## src/rtl/stage_m_pkg.sv

```systemverilog
// -----------------------------------------------------------------------------
// stage_m_pkg
// Shared definitions for the memory stage:
//   - major opcodes of the load/store instructions
//   - 2-bit access size encoding
//   - exception vector used by the misalignment trap
//   - FSM state type and small opcode decode helpers
// -----------------------------------------------------------------------------
package stage_m_pkg;

   // Load/store major opcodes (same values as the asm.v defines)
   localparam logic [5:0] OP_LB  = 6'h20;
   localparam logic [5:0] OP_LH  = 6'h21;
   localparam logic [5:0] OP_LW  = 6'h23;
   localparam logic [5:0] OP_LBU = 6'h24;
   localparam logic [5:0] OP_LHU = 6'h25;
   localparam logic [5:0] OP_SB  = 6'h28;
   localparam logic [5:0] OP_SH  = 6'h29;
   localparam logic [5:0] OP_SW  = 6'h2B;

   localparam logic [31:0] EXC_VECTOR = 32'hBFC00380;

   typedef enum logic [1:0] {
      SZ_BYTE = 2'd0,
      SZ_HALF = 2'd1,
      SZ_WORD = 2'd2
   } size_e;

   typedef enum logic {
      S_IDLE = 1'b0,
      S_WAIT = 1'b1
   } state_e;

   function automatic logic is_load(input logic [5:0] op);
      return op[5:3] == 3'b100;
   endfunction

   function automatic logic is_store(input logic [5:0] op);
      return op[5:3] == 3'b101;
   endfunction

   function automatic size_e op_size(input logic [5:0] op);
      case (op)
         OP_LB, OP_LBU, OP_SB: return SZ_BYTE;
         OP_LH, OP_LHU, OP_SH: return SZ_HALF;
         OP_LW, OP_SW:         return SZ_WORD;
         default:              return SZ_WORD;
      endcase
   endfunction

   function automatic logic op_signed(input logic [5:0] op);
      return (op == OP_LB) || (op == OP_LH);
   endfunction

   // Half accesses need ea[0] = 0, word accesses need ea[1:0] = 0.
   function automatic logic misaligned(input size_e sz, input logic [1:0] lo);
      case (sz)
         SZ_HALF: return lo[0];
         SZ_WORD: return |lo;
         default: return 1'b0;
      endcase
   endfunction

endpackage

```

## src/rtl/stage_m_if.sv

```systemverilog
// -----------------------------------------------------------------------------
// stage_m_if
// Data-memory req/ack port of the memory stage.
//   dmem_req   request, held until ack       (master -> slave)
//   dmem_addr  word address, [1:0] = 0       (master -> slave)
//   dmem_wr    1 = store                     (master -> slave)
//   dmem_wdata lane-replicated store data    (master -> slave)
//   dmem_be    byte enables, bit 3 = [31:24] (master -> slave)
//   dmem_rdata load data, valid with ack     (slave -> master)
//   dmem_ack   single-cycle completion       (slave -> master)
// -----------------------------------------------------------------------------
interface stage_m_if;
   logic        dmem_req;
   logic [31:0] dmem_addr;
   logic        dmem_wr;
   logic [31:0] dmem_wdata;
   logic [3:0]  dmem_be;
   logic [31:0] dmem_rdata;
   logic        dmem_ack;

   modport master (
      output dmem_req, dmem_addr, dmem_wr, dmem_wdata, dmem_be,
      input  dmem_rdata, dmem_ack
   );

   modport slave (
      input  dmem_req, dmem_addr, dmem_wr, dmem_wdata, dmem_be,
      output dmem_rdata, dmem_ack
   );
endinterface

```

## src/rtl/stage_m_load_align.sv

```systemverilog
// -----------------------------------------------------------------------------
// stage_m_load_align
// Big-endian lane select plus sign/zero extension of load data.
//   rdata    in  32  raw word from data memory
//   size     in  2   access size (size_e)
//   sign_ext in  1   1 = sign-extend byte/half
//   ea_lo    in  2   effective address bits [1:0]
//   data     out 32  aligned, extended load result
// -----------------------------------------------------------------------------
module stage_m_load_align
   import stage_m_pkg::*;
(
   input  logic [31:0] rdata,
   input  size_e       size,
   input  logic        sign_ext,
   input  logic [1:0]  ea_lo,
   output logic [31:0] data
);

   logic [7:0]  byte_lane;
   logic [15:0] half_lane;

   // NOTE: every output of a combinational block gets a value on every path,
   // otherwise synthesis infers a latch to hold the old value.
   always_comb begin
      // Byte k lives at rdata[31-8k -: 8] (big-endian)
      case (ea_lo)
         2'd0:    byte_lane = rdata[31:24];
         2'd1:    byte_lane = rdata[23:16];
         2'd2:    byte_lane = rdata[15:8];
         default: byte_lane = rdata[7:0];
      endcase
      half_lane = ea_lo[1] ? rdata[15:0] : rdata[31:16];

      case (size)
         SZ_BYTE: data = {{24{sign_ext & byte_lane[7]}}, byte_lane};
         SZ_HALF: data = {{16{sign_ext & half_lane[15]}}, half_lane};
         default: data = rdata;
      endcase
   end

endmodule

```

## src/rtl/stage_m.sv

```systemverilog
// -----------------------------------------------------------------------------
// stage_m
// Memory stage: computes the load/store effective address, runs the req/ack
// data-memory handshake, aligns load data and produces the writeback record.
// Upstream is stalled while an access is outstanding.
//
// Ports:
//   clock, reset_n        clock, asynchronous active-low reset
//   x_*                   execute-stage record (valid, instr, pc, opcode,
//                         base value, store data, dest reg, ALU result)
//   dmem                  data-memory port (stage_m_if.master)
//   m_stall               freeze D and X this cycle (combinational from state)
//   m_valid/m_wbr/m_res   writeback record
//   m_restart/_pc         restart request and target (trap only)
//
// Build option: MISALIGN_TRAP_EN -- misaligned half/word accesses trap to
// RESET_PC_VECTOR instead of using the truncated natural lane.
// -----------------------------------------------------------------------------
module stage_m
   import stage_m_pkg::*;
#(
   parameter logic [31:0] RESET_PC_VECTOR = EXC_VECTOR
) (
   input  logic        clock,
   input  logic        reset_n,
   input  logic        x_valid,
   input  logic [31:0] x_instr,
   input  logic [31:0] x_pc,
   input  logic [5:0]  x_opcode,
   input  logic [31:0] x_op1_val,
   input  logic [31:0] x_rt_val,
   input  logic [5:0]  x_wbr,
   input  logic [31:0] x_res,
   stage_m_if.master   dmem,
   output logic        m_stall,
   output logic        m_valid,
   output logic [5:0]  m_wbr,
   output logic [31:0] m_res,
   output logic        m_restart,
   output logic [31:0] m_restart_pc
);

   state_e      state;
   logic [1:0]  ea_lo_q;
   size_e       size_q;
   logic        signed_q;
   logic [5:0]  wbr_q;
   logic [31:0] pc_q;
`ifdef MISALIGN_TRAP_EN
   logic [31:0] m_badpc;
`endif

   logic [31:0] ea;
   logic        x_load;
   logic        x_store;
   logic        x_mem;
   size_e       x_size;
   logic        trap;
   logic [3:0]  be_c;
   logic [31:0] wdata_c;
   logic [31:0] load_data;

   assign ea      = x_op1_val + {{16{x_instr[15]}}, x_instr[15:0]};
   assign x_load  = is_load(x_opcode);
   assign x_store = is_store(x_opcode);
   assign x_mem   = x_valid & (x_load | x_store);
   assign x_size  = op_size(x_opcode);

`ifdef MISALIGN_TRAP_EN
   assign trap = x_mem & misaligned(x_size, ea[1:0]);
`else
   assign trap = 1'b0;
`endif

   assign m_stall = (state == S_WAIT);

   // Store lane enables and replicated data; loads read the whole word.
   always_comb begin
      be_c    = 4'b1111;
      wdata_c = x_rt_val;
      if (x_store) begin
         case (x_size)
            SZ_BYTE: begin
               be_c    = 4'b1000 >> ea[1:0];
               wdata_c = {4{x_rt_val[7:0]}};
            end
            SZ_HALF: begin
               be_c    = ea[1] ? 4'b0011 : 4'b1100;
               wdata_c = {2{x_rt_val[15:0]}};
            end
            default: ;
         endcase
      end
   end

   stage_m_load_align u_load_align (
      .rdata    (dmem.dmem_rdata),
      .size     (size_q),
      .sign_ext (signed_q),
      .ea_lo    (ea_lo_q),
      .data     (load_data)
   );

   // NOTE: state is updated with non-blocking assignments and every register,
   // including the latched access context, is cleared by the asynchronous
   // reset so that an access interrupted by reset leaves nothing behind.
   always_ff @(posedge clock or negedge reset_n) begin
      if (!reset_n) begin
         state           <= S_IDLE;
         ea_lo_q         <= 2'b00;
         size_q          <= SZ_BYTE;
         signed_q        <= 1'b0;
         wbr_q           <= 6'd0;
         pc_q            <= 32'd0;
         dmem.dmem_req   <= 1'b0;
         dmem.dmem_addr  <= 32'd0;
         dmem.dmem_wr    <= 1'b0;
         dmem.dmem_wdata <= 32'd0;
         dmem.dmem_be    <= 4'b0000;
         m_valid         <= 1'b0;
         m_wbr           <= 6'd0;
         m_res           <= 32'd0;
         m_restart       <= 1'b0;
         m_restart_pc    <= 32'd0;
`ifdef MISALIGN_TRAP_EN
         m_badpc         <= 32'd0;
`endif
      end else begin
         m_restart    <= 1'b0;
         m_restart_pc <= 32'd0;
         case (state)
            S_IDLE: begin
               // Any ack seen here belongs to no access and is ignored.
               if (trap) begin
                  m_valid      <= 1'b0;
                  m_restart    <= 1'b1;
                  m_restart_pc <= RESET_PC_VECTOR;
`ifdef MISALIGN_TRAP_EN
                  m_badpc      <= x_pc;
`endif
               end else if (x_mem) begin
                  ea_lo_q         <= ea[1:0];
                  size_q          <= x_size;
                  signed_q        <= op_signed(x_opcode);
                  wbr_q           <= x_wbr;
                  pc_q            <= x_pc;
                  dmem.dmem_req   <= 1'b1;
                  dmem.dmem_addr  <= {ea[31:2], 2'b00};
                  dmem.dmem_wr    <= x_store;
                  dmem.dmem_be    <= be_c;
                  dmem.dmem_wdata <= wdata_c;
                  m_valid         <= 1'b0;
                  state           <= S_WAIT;
               end else begin
                  m_valid <= x_valid;
                  m_wbr   <= x_wbr;
                  m_res   <= x_res;
               end
            end
            S_WAIT: begin
               // Address, data and enables hold; only the ack edge moves on.
               if (dmem.dmem_ack) begin
                  dmem.dmem_req <= 1'b0;
                  m_valid       <= 1'b1;
                  state         <= S_IDLE;
                  if (dmem.dmem_wr) begin
                     m_wbr <= 6'd0;
                  end else begin
                     m_wbr <= wbr_q;
                     m_res <= load_data;
                  end
               end
            end
         endcase
      end
   end

   // Context kept for debug visibility only; x_instr[31:16] carries no offset.
   logic unused_ok;
`ifdef MISALIGN_TRAP_EN
   assign unused_ok = &{1'b0, x_instr[31:16], pc_q, m_badpc};
`else
   assign unused_ok = &{1'b0, x_instr[31:16], pc_q};
`endif

endmodule

```

## src/flat_wrapper.sv

```systemverilog
// flat-port wrapper written by rule: the top's interface ports become plain ports
module stage_m_flat import stage_m_pkg::*;
#(
   parameter logic [31:0] RESET_PC_VECTOR = EXC_VECTOR
)
  (clock, reset_n, x_valid, x_instr, x_pc, x_opcode, x_op1_val, x_rt_val, x_wbr, x_res, m_stall, m_valid, m_wbr, m_res, m_restart, m_restart_pc, dmem_dmem_req, dmem_dmem_addr, dmem_dmem_wr, dmem_dmem_wdata, dmem_dmem_be, dmem_dmem_rdata, dmem_dmem_ack);
  stage_m_if dmem_i ();
  input  logic clock;
  input  logic reset_n;
  input  logic x_valid;
  input  logic [31:0] x_instr;
  input  logic [31:0] x_pc;
  input  logic [5:0] x_opcode;
  input  logic [31:0] x_op1_val;
  input  logic [31:0] x_rt_val;
  input  logic [5:0] x_wbr;
  input  logic [31:0] x_res;
  output logic m_stall;
  output logic m_valid;
  output logic [5:0] m_wbr;
  output logic [31:0] m_res;
  output logic m_restart;
  output logic [31:0] m_restart_pc;
  output wire logic [$bits(dmem_i.dmem_req)-1:0] dmem_dmem_req;
  output wire logic [$bits(dmem_i.dmem_addr)-1:0] dmem_dmem_addr;
  output wire logic [$bits(dmem_i.dmem_wr)-1:0] dmem_dmem_wr;
  output wire logic [$bits(dmem_i.dmem_wdata)-1:0] dmem_dmem_wdata;
  output wire logic [$bits(dmem_i.dmem_be)-1:0] dmem_dmem_be;
  input wire logic [$bits(dmem_i.dmem_rdata)-1:0] dmem_dmem_rdata;
  input wire logic [$bits(dmem_i.dmem_ack)-1:0] dmem_dmem_ack;
  assign dmem_dmem_req = dmem_i.dmem_req;
  assign dmem_dmem_addr = dmem_i.dmem_addr;
  assign dmem_dmem_wr = dmem_i.dmem_wr;
  assign dmem_dmem_wdata = dmem_i.dmem_wdata;
  assign dmem_dmem_be = dmem_i.dmem_be;
  assign dmem_i.dmem_rdata = dmem_dmem_rdata;
  assign dmem_i.dmem_ack = dmem_dmem_ack;
  stage_m #(.RESET_PC_VECTOR(RESET_PC_VECTOR)) u_core (.clock(clock), .reset_n(reset_n), .x_valid(x_valid), .x_instr(x_instr), .x_pc(x_pc), .x_opcode(x_opcode), .x_op1_val(x_op1_val), .x_rt_val(x_rt_val), .x_wbr(x_wbr), .x_res(x_res), .dmem(dmem_i), .m_stall(m_stall), .m_valid(m_valid), .m_wbr(m_wbr), .m_res(m_res), .m_restart(m_restart), .m_restart_pc(m_restart_pc));
endmodule
```

## config.mk

```make
export PLATFORM = sky130hd
export DESIGN_NAME = stage_m_flat
export DESIGN_NICKNAME = d
export VERILOG_FILES = /design/src/rtl/stage_m_pkg.sv /design/src/rtl/stage_m_if.sv /design/src/rtl/stage_m_load_align.sv /design/src/rtl/stage_m.sv /design/src/flat_wrapper.sv
export SDC_FILE = /design/constraint.sdc
export NUM_CORES = 1
export LEC_CHECK = 0
export CORE_ASPECT_RATIO = 2
export CORE_MARGIN = 2
export CORE_UTILIZATION = 38
export CTS_BUF_LIST = sky130_fd_sc_hd__clkbuf_16
export CTS_CLUSTER_DIAMETER = 80
export DETAILED_ROUTE_END_ITERATION = 8
export GPL_TIMING_DRIVEN = 0
export PLACE_DENSITY = 0.85
export SETUP_SLACK_MARGIN = 0.4
export SLEW_MARGIN = 25
export SYNTH_ARGS = -nofsm -noshare
export SYNTH_HDL_FRONTEND = slang
export SYNTH_SLANG_ARGS = --single-unit
```

## constraint.sdc

```tcl
create_clock -name clock -period 2.06 [get_ports clock]
set_clock_uncertainty 0.15 [all_clocks]
set_input_delay 0.412 -clock clock [delete_from_list [all_inputs] [get_ports clock]]
set_output_delay 0.412 -clock clock [all_outputs]
set_load 0.01 [all_outputs]
```

Yosys cells after proc, flatten, opt, wreduce, memory -nomap -nowiden
Index checks and enable logic that the tools add are counted.
{"block": "totals", "mem_bits_rw": 0, "input_bits": 208, "word_cells": 72, "latch_bits": 0, "rom_bits": 0, "ff_bits": 119, "n_memories": 0}
{"block": "classes", "reduce_logical": 10, "div": 0, "n_bitwise": 5, "n_addsub": 1, "n_eq_ne": 16, "n_lt_le_gt_ge": 0, "n_shift": 1, "mux": 26, "multipliers": 0}
{"operator": "32-bit case mux with 2 select lines", "n": 3}
{"operator": "32-bit 2-to-1 mux", "n": 4}
{"operator": "6-bit equality test, second input constant", "n": 6}
{"operator": "32-bit adder", "n": 1}
{"operator": "8-bit case mux with 3 select lines", "n": 1}
{"operator": "6-bit 2-to-1 mux", "n": 3}
{"operator": "16-bit 2-to-1 mux", "n": 1}
{"operator": "6-bit case mux with 2 select lines", "n": 1}
{"operator": "4-bit 2-to-1 mux", "n": 2}
{"operator": "4-bit case mux with 2 select lines", "n": 1}
{"operator": "2-bit by 1-bit equality test with 1-bit output, second input constant", "n": 3}
{"operator": "3-bit equality test, second input constant", "n": 2}
{"operator": "2-bit zero test", "n": 3}
{"operator": "1-bit 2-to-1 mux", "n": 6}
{"operator": "2-bit inequality test, second input constant", "n": 3}
{"operator": "1-bit case mux with 2 select lines", "n": 3}
{"operator": "2-bit AND reduction", "n": 3}
{"operator": "3-bit OR reduction", "n": 2}
{"operator": "2-bit case mux with 2 select lines", "n": 1}
{"operator": "4-bit by 2-bit >> shifter with 4-bit output, first input constant", "n": 1}
{"operator": "1-bit bitwise AND", "n": 3}
{"operator": "3-bit AND reduction", "n": 1}
{"operator": "2-bit equality test, second input constant", "n": 1}
{"operator": "2-bit by 1-bit inequality test with 1-bit output, second input constant", "n": 1}
{"operator": "3 further kinds", "n": 3}

Logic depth before layout (Yosys ltp)
Gate-level depths: netlist of the first run.
{"block": "depth", "depth_word": 7, "ltp_mapped": 9, "depth_no_buf": 9}

Hierarchy
Synthesis of the first run repeated with hierarchy kept, for this count alone.
{"block": "unflattened", "cells_unflattened": 898, "area_unflattened_um2": 7965.1}
{"mod": "stage_m", "seq_area_each_um2": 2977.9, "cells_per_inst": 791, "instances": 1, "area_each_um2": 7135.6}
{"mod": "stage_m_load_align", "seq_area_each_um2": 0.0, "cells_per_inst": 107, "instances": 1, "area_each_um2": 829.5}

Least setup slack after synthesis of the first run
No wires, ideal clock.
{"block": "synth_timing", "kind": "input port to flip-flop", "from": "input x_instr[0]", "to": "register u_core.dmem.dmem_addr[30]", "t_required_ns": 1.786, "setup_slack_ns": -0.581, "path_buffers": 0, "stages": 9, "arrival_ns": 2.366, "path_cell_list": "ha_1 fa_1 a21oi_1 o221ai_4 a31oi_2 a21oi_2 a221o_2 mux2i_1 o21ai_1"}
{"block": "synth_between", "elab_chain_len": 1}
{"item": "start: declaration", "line_no": "flat_wrapper.sv:11", "text": "input logic [31:0] x_instr;"}
{"item": "32-bit adder", "line_no": "stage_m.sv:63", "text": "assign ea = x_op1_val + {{16{x_instr[15]}}, x_instr[15:0]};"}
{"item": "end signal: assignment", "line_no": "stage_m.sv:148", "text": "dmem.dmem_addr <= {ea[31:2], 2'b00};"}
{"item": "end: declaration", "line_no": "stage_m_if.sv:22", "text": "output dmem_req, dmem_addr, dmem_wr, dmem_wdata, dmem_be,"}
Every way passes these cells.
A chain may end at the register's enable or synchronous reset.

Worst setup path in the final report of the first run
{"block": "layout_timing", "from": "input x_op1_val[0]", "to": "register u_core.dmem.dmem_addr[26]"}
{"block": "layout_between", "elab_chain_len": 1}
{"item": "start: declaration", "line_no": "flat_wrapper.sv:14", "text": "input logic [31:0] x_op1_val;"}
{"item": "32-bit adder", "line_no": "stage_m.sv:63"}
Every way passes these cells.

==> reports/metrics.yaml, run 1 <==
synth:
  synth-edff-count: 0
  synth_compound_gate_area_share: 0.239
  synth-main-ff-cell: "sky130_fd_sc_hd__dfrtp_1"
  synthCells: 910
  synth.area.mux_share: 0.0391
  synth_cell_area_um2: 7520
  postSynthRegisterBits: 119
  largest_family_of_logic_cells_by_synthesized_area: "compound AO/OA/AOI/OAI gates"
  synth_xor_xnor_area_share: 0.0256
  synthDistinctLibCells: 61
  syn_area_per_cell_um2: 8.26
  synth_simple_gate_area_frac: 0.169
  yosys_warnings: 0
  ys_async_sr_fraction: 1.00
  synth_adder_area_share: 0.0543
  seq_area_frac_synth: 0.396
route:
  vias: 9118
  ant_nets: 0
  drt_first_iter_violations: 441
  viasPerCell: 5.64
  total_wire_length_after_detailed_routing_um: 36900
  detailedRoute.firstPassIterationCount: 6
  drt_drc_violations_left: 0
  routed_wire_length_per_instance_um: 22.8
sta:
  post-route-min-period_ns: 2.39
  slew_headroom: 0.464
  slew_violations: 0
  fin_ws_ns: -0.331
  rsz0062_at_grt: "yes"
  worst_hold_slack_ns: 0.180
  fmaxAchievable_mhz: 418
  setup_total_negative_slack_ns: -2.56
  final-hold-violation-count: 0
  finalCritPeriodShare: 1.16
  setup_viol_count_final: 19
  tightestPinTransition_ns: 0.804
place:
  dpl.hpwl_um: 24600
  finalWeightedCongestion: 0.962
  dpl-instance-area_um2: 11200
  io_buffers: 266
worst_hold_path:
  hp-class: "input port to flop"
clock_tree:
  tritoncts: "built"
  cts_max_level: 4
  cts_buffer_depth: 2
  root_buffer: "sky130_fd_sc_hd__clkbuf_16"
  cts.sinks: 119
  cts.clk_slew.worst_paths_ns: 0.05
  cts_made_buffers: 17
  clk-insertion-delay-late_ns: 0.42
power:
  pwr-share-seq: 0.278
  internal_power_w: 0.00743
  p_switching_w: 0.00377
  clkPwrFrac: 0.309
  pwr-share-comb: 0.412
  power_density_nw_per_um2: 776
  power_leakage_nw: 7.07
  peakVddDrop_v: 0.000480
  swShare: 0.337
floorplan:
  die_area_um2: 21000
  rows: 72
  chip_width_um: 103
  core_um2: 19400
  die-height_um: 203
  initial_utilization: 0.388
  design.portCount: 351
critical_path:
  worst_r2r_path_depth: 9
  critical_path_required_ns: 2.18
  timing.critical_path.from: "x_op1_val[0]"
  worst_ep_arrival_time_ns: 2.51
  cp_max_fo: 4
  r2r_setup_slack_ns: 0.01
  rr_startpoint: "u_core.ea_lo_q[1]$_DFFE_PN0P_"
  worst-setup-path-type: "input port to flop"
  critPathCaptureType: "flop"
  timing.critical_path.to: "u_core.dmem.dmem_addr[26]$_DFFE_PN0P_"
  crit-reg2reg-capture: "u_core.m_res[11]$_DFFE_PN0P_"
  startpoint_type: "input port"
finish:
  multi_input_comb_area_um2: 5600
  stdcell_area_um2: 14400
  final_util: 0.745
  count_of_filler_cells_inserted_in_the_layout: 1259
  finalNetCount: 1586
  most-common-layout-cells: "160 x sky130_fd_sc_hd__nand2_1, 118 x sky130_fd_sc_hd__dfrtp_1, 110 x sky130_fd_sc_hd__buf_4"
  layout_commonest_cell: "sky130_fd_sc_hd__nand2_1"
  layout_overhead_on_the_synthesized_area_pct: 91.9
  ff_latch_area_um2: 2980
  drive_gt1_frac: 0.355
global_routing:
  via_count_of_the_first_global_routing_pass: 9021
  global_route_wire_length_before_repair_um: 50200
  pin_count_of_the_biggest_net_entering_global_routing: 88
  global_route.usage.total: 0.321
  grt_antenna_before_repair: 1
  overflow_left_after_global_routing: 0
outcome:
  failed_checks: "setup timing"
  status: "finished with violations"
run:
  cap_violations: 0
routing by layer:
layer | GRT usage | vias up | routed length (um)
met3 | 0.0661 | 151 | 2670
met2 | 0.592 | 509 | 19800
met1 | 0.308 | 4431 | 11700
met5 | 0 | - | 0
met4 | 0.203 | 0 | 2820
li1 | - | 4027 | -
worst min path at each step:
stage	start	endpoint	slack, ns	depth (start not counted)
2_1_floorplan	reset_n	u_core.dmem.dmem_addr[10]$_DFFE_PN0P_	-0.03	0
3_3_place_gp	u_core.dmem.dmem_wdata[6]$_DFFE_PN0P_	u_core.dmem.dmem_wdata[6]$_DFFE_PN0P_	0.31	2
3_5_place_dp	reset_n	u_core.dmem.dmem_wdata[11]$_DFFE_PN0P_	0.15	1
4_1_cts	x_instr[0]	u_core.ea_lo_q[0]$_DFFE_PN0P_	0.19	4
5_1_grt	x_opcode[3]	u_core.signed_q$_DFFE_PN0P_	0.21	2
6_report	x_opcode[3]	u_core.signed_q$_DFFE_PN0P_	0.18	2
area by class of cell:
cell class | instances | area share
antenna | 1 | 0.000173
buffer | 94 | 0.0630
clock buffer | 17 | 0.0295
clock inverter | 14 | 0.0165
inverter | 17 | 0.00442
multi-input combinational | 714 | 0.388
sequential | 119 | 0.206
tap | 259 | 0.0225
timing repair buffer | 383 | 0.270
registers in the layout, indices dropped and copies added, names as in the netlist, 2 cells and up:
register / flops
u_core.dmem.dmem_wdata: 32
u_core.m_res: 32
u_core.dmem.dmem_addr: 30
u_core.m_wbr: 6
u_core.wbr_q: 6
u_core.dmem.dmem_be: 4
u_core.ea_lo_q: 2
u_core.size_q: 2
through the flow:
| step | cells | power [W] | worst slack (ns) |
|---|---|---|---|
| 2_1_floorplan | 944 | 0.00483 | -0.307 |
| 3_3_place_gp | 1469 | 0.00665 | -4.50 |
| 3_5_place_dp | 1470 | 0.00672 | -2.19 |
| 4_1_cts | 1577 | 0.0107 | -0.219 |
| 5_1_grt | 1618 | 0.0116 | -0.326 |
| 6_report | 1618 | 0.0112 | -0.331 |
logic make-up after synthesis:
| group | after synthesis |
|---|---|
| XOR/XNOR | 22 |
| other | 1 |
| adder cells (fa/ha/maj) | 32 |
| AND/OR/NAND/NOR | 300 |
| buffers and inverters | 111 |
| multiplexers | 28 |
| AO/OA/AOI/OAI | 297 |
| flip-flops | 119 |
repair_timing:
action / CTS / global route
resized for setup: 374 / 273
gates cloned: 1 / 1
hold buffers: 1 / 0
setup buffers: 74 / 39
pin swaps: 77 / 86
setup endpoints to repair: 227 / 213
hold endpoints to repair: 32 / 0
power by group through the flow:
stage                     Combinational, W  Sequential, W  Clock, W
final                              0.00462        0.00312   0.00346
after global routing               0.00486        0.00316   0.00359
after CTS                          0.00412        0.00311   0.00348
after detailed placement           0.00358        0.00314         0
after global placement             0.00352        0.00312         0
after floorplan                    0.00153        0.00329         0
Yosys cell counts (all sizes together), types with 6 or more instances:
library cell,instances,area [um^2]
a21o,12,91.3
a221oi,8,70.1
xor2,9,78.8
nor2,45,169
a21oi,77,393
dfrtp,119,2980
buf,52,350
o31ai,18,135
nor3,8,40.0
mux2i,26,260
clkbuf,42,159
a31oi,15,100
nand2,187,702
o21a,6,45.0
xnor2,13,114
o21ai,122,611
o211ai,8,60.1
nand3,21,105
inv,17,63.8
nand4,11,68.8
nor2b,8,50.1
a22o,8,70.1
ha,31,388
worst max-delay path: stages:
cell and delay, ns:
sky130_fd_sc_hd__buf_8 0.10, sky130_fd_sc_hd__ha_4 0.16, sky130_fd_sc_hd__fa_2 0.37, sky130_fd_sc_hd__a21oi_4 0.21, sky130_fd_sc_hd__o221ai_4 0.16, sky130_fd_sc_hd__a31oi_4 0.23
sky130_fd_sc_hd__a21oi_4 0.13, sky130_fd_sc_hd__a221o_2 0.45, sky130_fd_sc_hd__xnor2_1 0.19, sky130_fd_sc_hd__o21ai_1 0.09
No activity file was read; power rests on OpenSTA's default activity.
==> run 2, diff against run 1 <==
==> constraint.sdc (replaced) <==
create_clock -name clock -period 2.06 [get_ports clock]
set_clock_uncertainty 0.15 [all_clocks]
set_input_delay 0.412 -clock clock [delete_from_list [all_inputs] [get_ports clock]]
set_output_delay 0.412 -clock clock [all_outputs]
set_load 0.05 [all_outputs]
==> run 2 against run 1 <==
  * The run still ends with setup timing left
  * Critical endpoint is now u_core.dmem.dmem_addr[28]$_DFFE_PN0P_
  * Total power up 8.9%
  * Largest cell class unchanged
  * Sequential power about the same
  * Final area down 0.56%
  * Setup slack better by 0.074 ns
  * Die area unchanged
  * Via count up 0.73%
  * Flip-flop and latch count unchanged
  * Cell count up 1.5%
==> reports/metrics.yaml, run 2 (same netlist as run 1, synthesis figures left out) <==
floorplan:
  die-height_um: 203  # unchanged
  rows: 72  # unchanged
  initial_utilization: 0.388  # unchanged
  die_area_um2: 21000  # unchanged
  core_um2: 19400  # unchanged
  chip_width_um: 103  # unchanged
  design.portCount: 351  # unchanged
route:
  ant_nets: 0  # unchanged
  drt_first_iter_violations: 502  # was 441
  detailedRoute.firstPassIterationCount: 5  # was 6
  total_wire_length_after_detailed_routing_um: 37300  # was 36,900 um
  viasPerCell: 5.59  # was 5.64
  routed_wire_length_per_instance_um: 22.7  # was 22.8 um
  vias: 9185  # was 9,118
  drt_drc_violations_left: 0  # unchanged
critical_path:
  critical_path_required_ns: 2.27  # was 2.18 ns
  startpoint_type: "input port"  # unchanged
  crit_slowest_cell: "sky130_fd_sc_hd__or4_1"  # was sky130_fd_sc_hd__a221o_2
  critPathCaptureType: "flop"  # unchanged
  cp_cell_sequence: "buf_6 -> ha_4 -> buf_6 -> a21oi_1 -> o21ai_4 -> a41oi_4 -> a21oi_4 -> a41oi_2 -> or4_1 -> nand3_1"  # was buf_8 -> ha_4 -> fa_2 -> a21oi_4 -> o221ai_4 -> a31oi_4 -> a21oi_4 -> a221o_2 -> xnor2_1 -> o21ai_1
  crit_path_frequent_cell: "sky130_fd_sc_hd__buf_6"  # was sky130_fd_sc_hd__a21oi_4
  worst_ep_arrival_time_ns: 2.52  # was 2.51 ns
  worst-setup-path-type: "input port to flop"  # unchanged
  cp_max_fo: 6  # was 4
  critical-path-max-stage-delay_ns: 0.51  # was 0.45 ns
  worst_r2r_path_depth: 8  # was 9
place:
  dp_slack_ns: -2.06  # was -2.19 ns
  dpl-instance-area_um2: 11300  # was 11,200 um^2
  dpl.hpwl_um: 24200  # was 24,600 um
  io_buffers: 266  # unchanged
  post-place-cells: 1470  # unchanged
  finalWeightedCongestion: 0.937  # was 0.962
sta:
  fmaxAchievable_mhz: 432  # was 418 MHz
  fin_ws_ns: -0.257  # was -0.331 ns
  setup_viol_count_final: 18  # was 19
  slew_headroom: 0.441  # was 0.464
  post-route-min-period_ns: 2.32  # was 2.39 ns
  setup_total_negative_slack_ns: -2.42  # was -2.56 ns
  slew_violations: 0  # unchanged
  tightestPinTransition_ns: 0.839  # was 0.804 ns
  final-hold-violation-count: 0  # unchanged
  rsz0062_at_grt: "yes"  # unchanged
  finalCritPeriodShare: 1.12  # was 1.16
finish:
  layout_top_registers: "u_core.dmem.dmem_wdata (32), u_core.m_res (32), u_core.dmem.dmem_addr (30)"  # unchanged
  finalNetCount: 1611  # was 1,586
  layout_overhead_on_the_synthesized_area_pct: 90.8  # was 91.9%
  most-common-layout-cells: "132 x sky130_fd_sc_hd__nand2_1, 126 x sky130_fd_sc_hd__buf_4, 117 x sky130_fd_sc_hd__dfrtp_1"  # was 160 x sky130_fd_sc_hd__nand2_1, 118 x sky130_fd_sc_hd__dfrtp_1, 110 x sky130_fd_sc_hd__buf_4
  drive_gt1_frac: 0.468  # was 0.355
  layout_commonest_cell: "sky130_fd_sc_hd__nand2_1"  # unchanged
  stdcell_area_um2: 14300  # was 14,400 um^2
  finished_layout_cells: 1643  # was 1,618
power:
  post-layout-total-power_w: 0.0122  # was 0.0112 W
  power_density_nw_per_um2: 850  # was 776 nW/um^2
  power_leakage_nw: 6.44  # was 7.07 nW
  peakVddDrop_v: 0.000562  # was 0.000480 V
global_routing:
  global_route.usage.total: 0.318  # was 0.321
  grt_antenna_before_repair: 4  # was 1
  global_route_wire_length_before_repair_um: 49900  # was 50,200 um
  via_count_of_the_first_global_routing_pass: 9126  # was 9,021
  overflow_left_after_global_routing: 0  # unchanged
  pin_count_of_the_biggest_net_entering_global_routing: 79  # was 88
clock_tree:
  cts_made_buffers: 17  # unchanged
  root_buffer: "sky130_fd_sc_hd__clkbuf_16"  # unchanged
  cts_max_level: 4  # unchanged
  tritoncts: "built"  # unchanged
  cts.clk_slew.worst_paths_ns: 0.05  # about the same
  clk-insertion-delay-late_ns: 0.42  # about the same
  cts_buffer_depth: 2  # unchanged
  cts.sinks: 119  # unchanged
worst_hold_path:
  worst_hold_path.num_cells: 2  # unchanged
  hp-class: "input port to flop"  # unchanged
outcome:
  failed_checks: "setup timing"  # unchanged
  status: "finished with violations"  # unchanged
run:
  cap_violations: 0  # unchanged
-- run 2: changes by cell type in the layout (fill, tap and decap cells not counted), sizes merged --
cell | previous run | this run
clkinvlp | 0 | 2
inv | 19 | 20
clkdlybuf4s15 | 12 | 3
bufinv | 7 | 4
dlymetal6s2s | 92 | 3
buf | 200 | 315
dlygate4sd2 | 8 | 16
clkdlybuf4s50 | 108 | 105
clkbuf | 73 | 76
-- run 2: through the flow --
stage               hold WS (ns)   util
global route               0.172  0.741
global placement           0.308  0.584
floorplan                -0.0336      -
detailed placement         0.173  0.586
finish                     0.163  0.741
CTS                        0.183  0.670
-- run 2: power breakdown --
part | total (W) | leakage, nW | switching (W) | internal, W
Sequential | 0.00312 | 1.44 | 0.000309 | 0.00281
Clock | 0.00311 | 0.295 | 0.00113 | 0.00198
Combinational | 0.00596 | 4.71 | 0.00382 | 0.00214
Total | 0.0122 | 6.44 | 0.00526 | 0.00694
-- run 2: layer usage --
metal  track usage  wire length (um)  up-vias
met2         0.588             20200      530
met3        0.0768              2940      152
met4         0.209              2580        6
li1              -                 -     4091
met5             0                34        -
met1         0.293             11500     4406
-- run 2: what timing repair did --
item	in CTS	in global routing
gates cloned	2	11
hold endpoints to repair	41	0
hold buffers	1	0
buffers inserted	73	54
pin swaps	125	110
setup endpoints to repair	225	132
resized for setup	887	234
-- run 2: final timing paths --
check | to | start | slack, ns
min in group asynchronous | u_core.dmem.dmem_wdata[19]$_DFFE_PN0P_ | reset_n | 0.32
max in group asynchronous | u_core.m_stall$_DFF_PN0_ | reset_n | 0.67
worst min-delay path | u_core.signed_q$_DFFE_PN0P_ | x_opcode[2] | 0.16
worst max-delay path | u_core.dmem.dmem_addr[28]$_DFFE_PN0P_ | x_op1_val[7] | -0.26
worst max register to register | u_core.m_res[12]$_DFFE_PN0P_ | u_core.ea_lo_q[1]$_DFFE_PN0P_ | 0.06
worst min register to register | u_core.m_res[20]$_DFFE_PN0P_ | u_core.m_res[20]$_DFFE_PN0P_ | 0.32
-- run 2: worst max-delay path, delay by kind of cell --
kind,cells,cell delay (ns)
compound gates,5,1.04
simple gates,2,0.60
fa+ha+maj,1,0.25
buf+inv,2,0.22
-- run 2: cell type report --
class | instances | area (um^2)
repair buffers | 408 | 3580
inverters | 17 | 63.8
clock buffers | 17 | 425
well taps | 259 | 324
clock inverters | 14 | 168
diodes | 1 | 2.50
fillers | 1354 | 5020
plain buffers | 94 | 1030
flip-flops and latches | 119 | 2980
multi-input cells | 714 | 5770
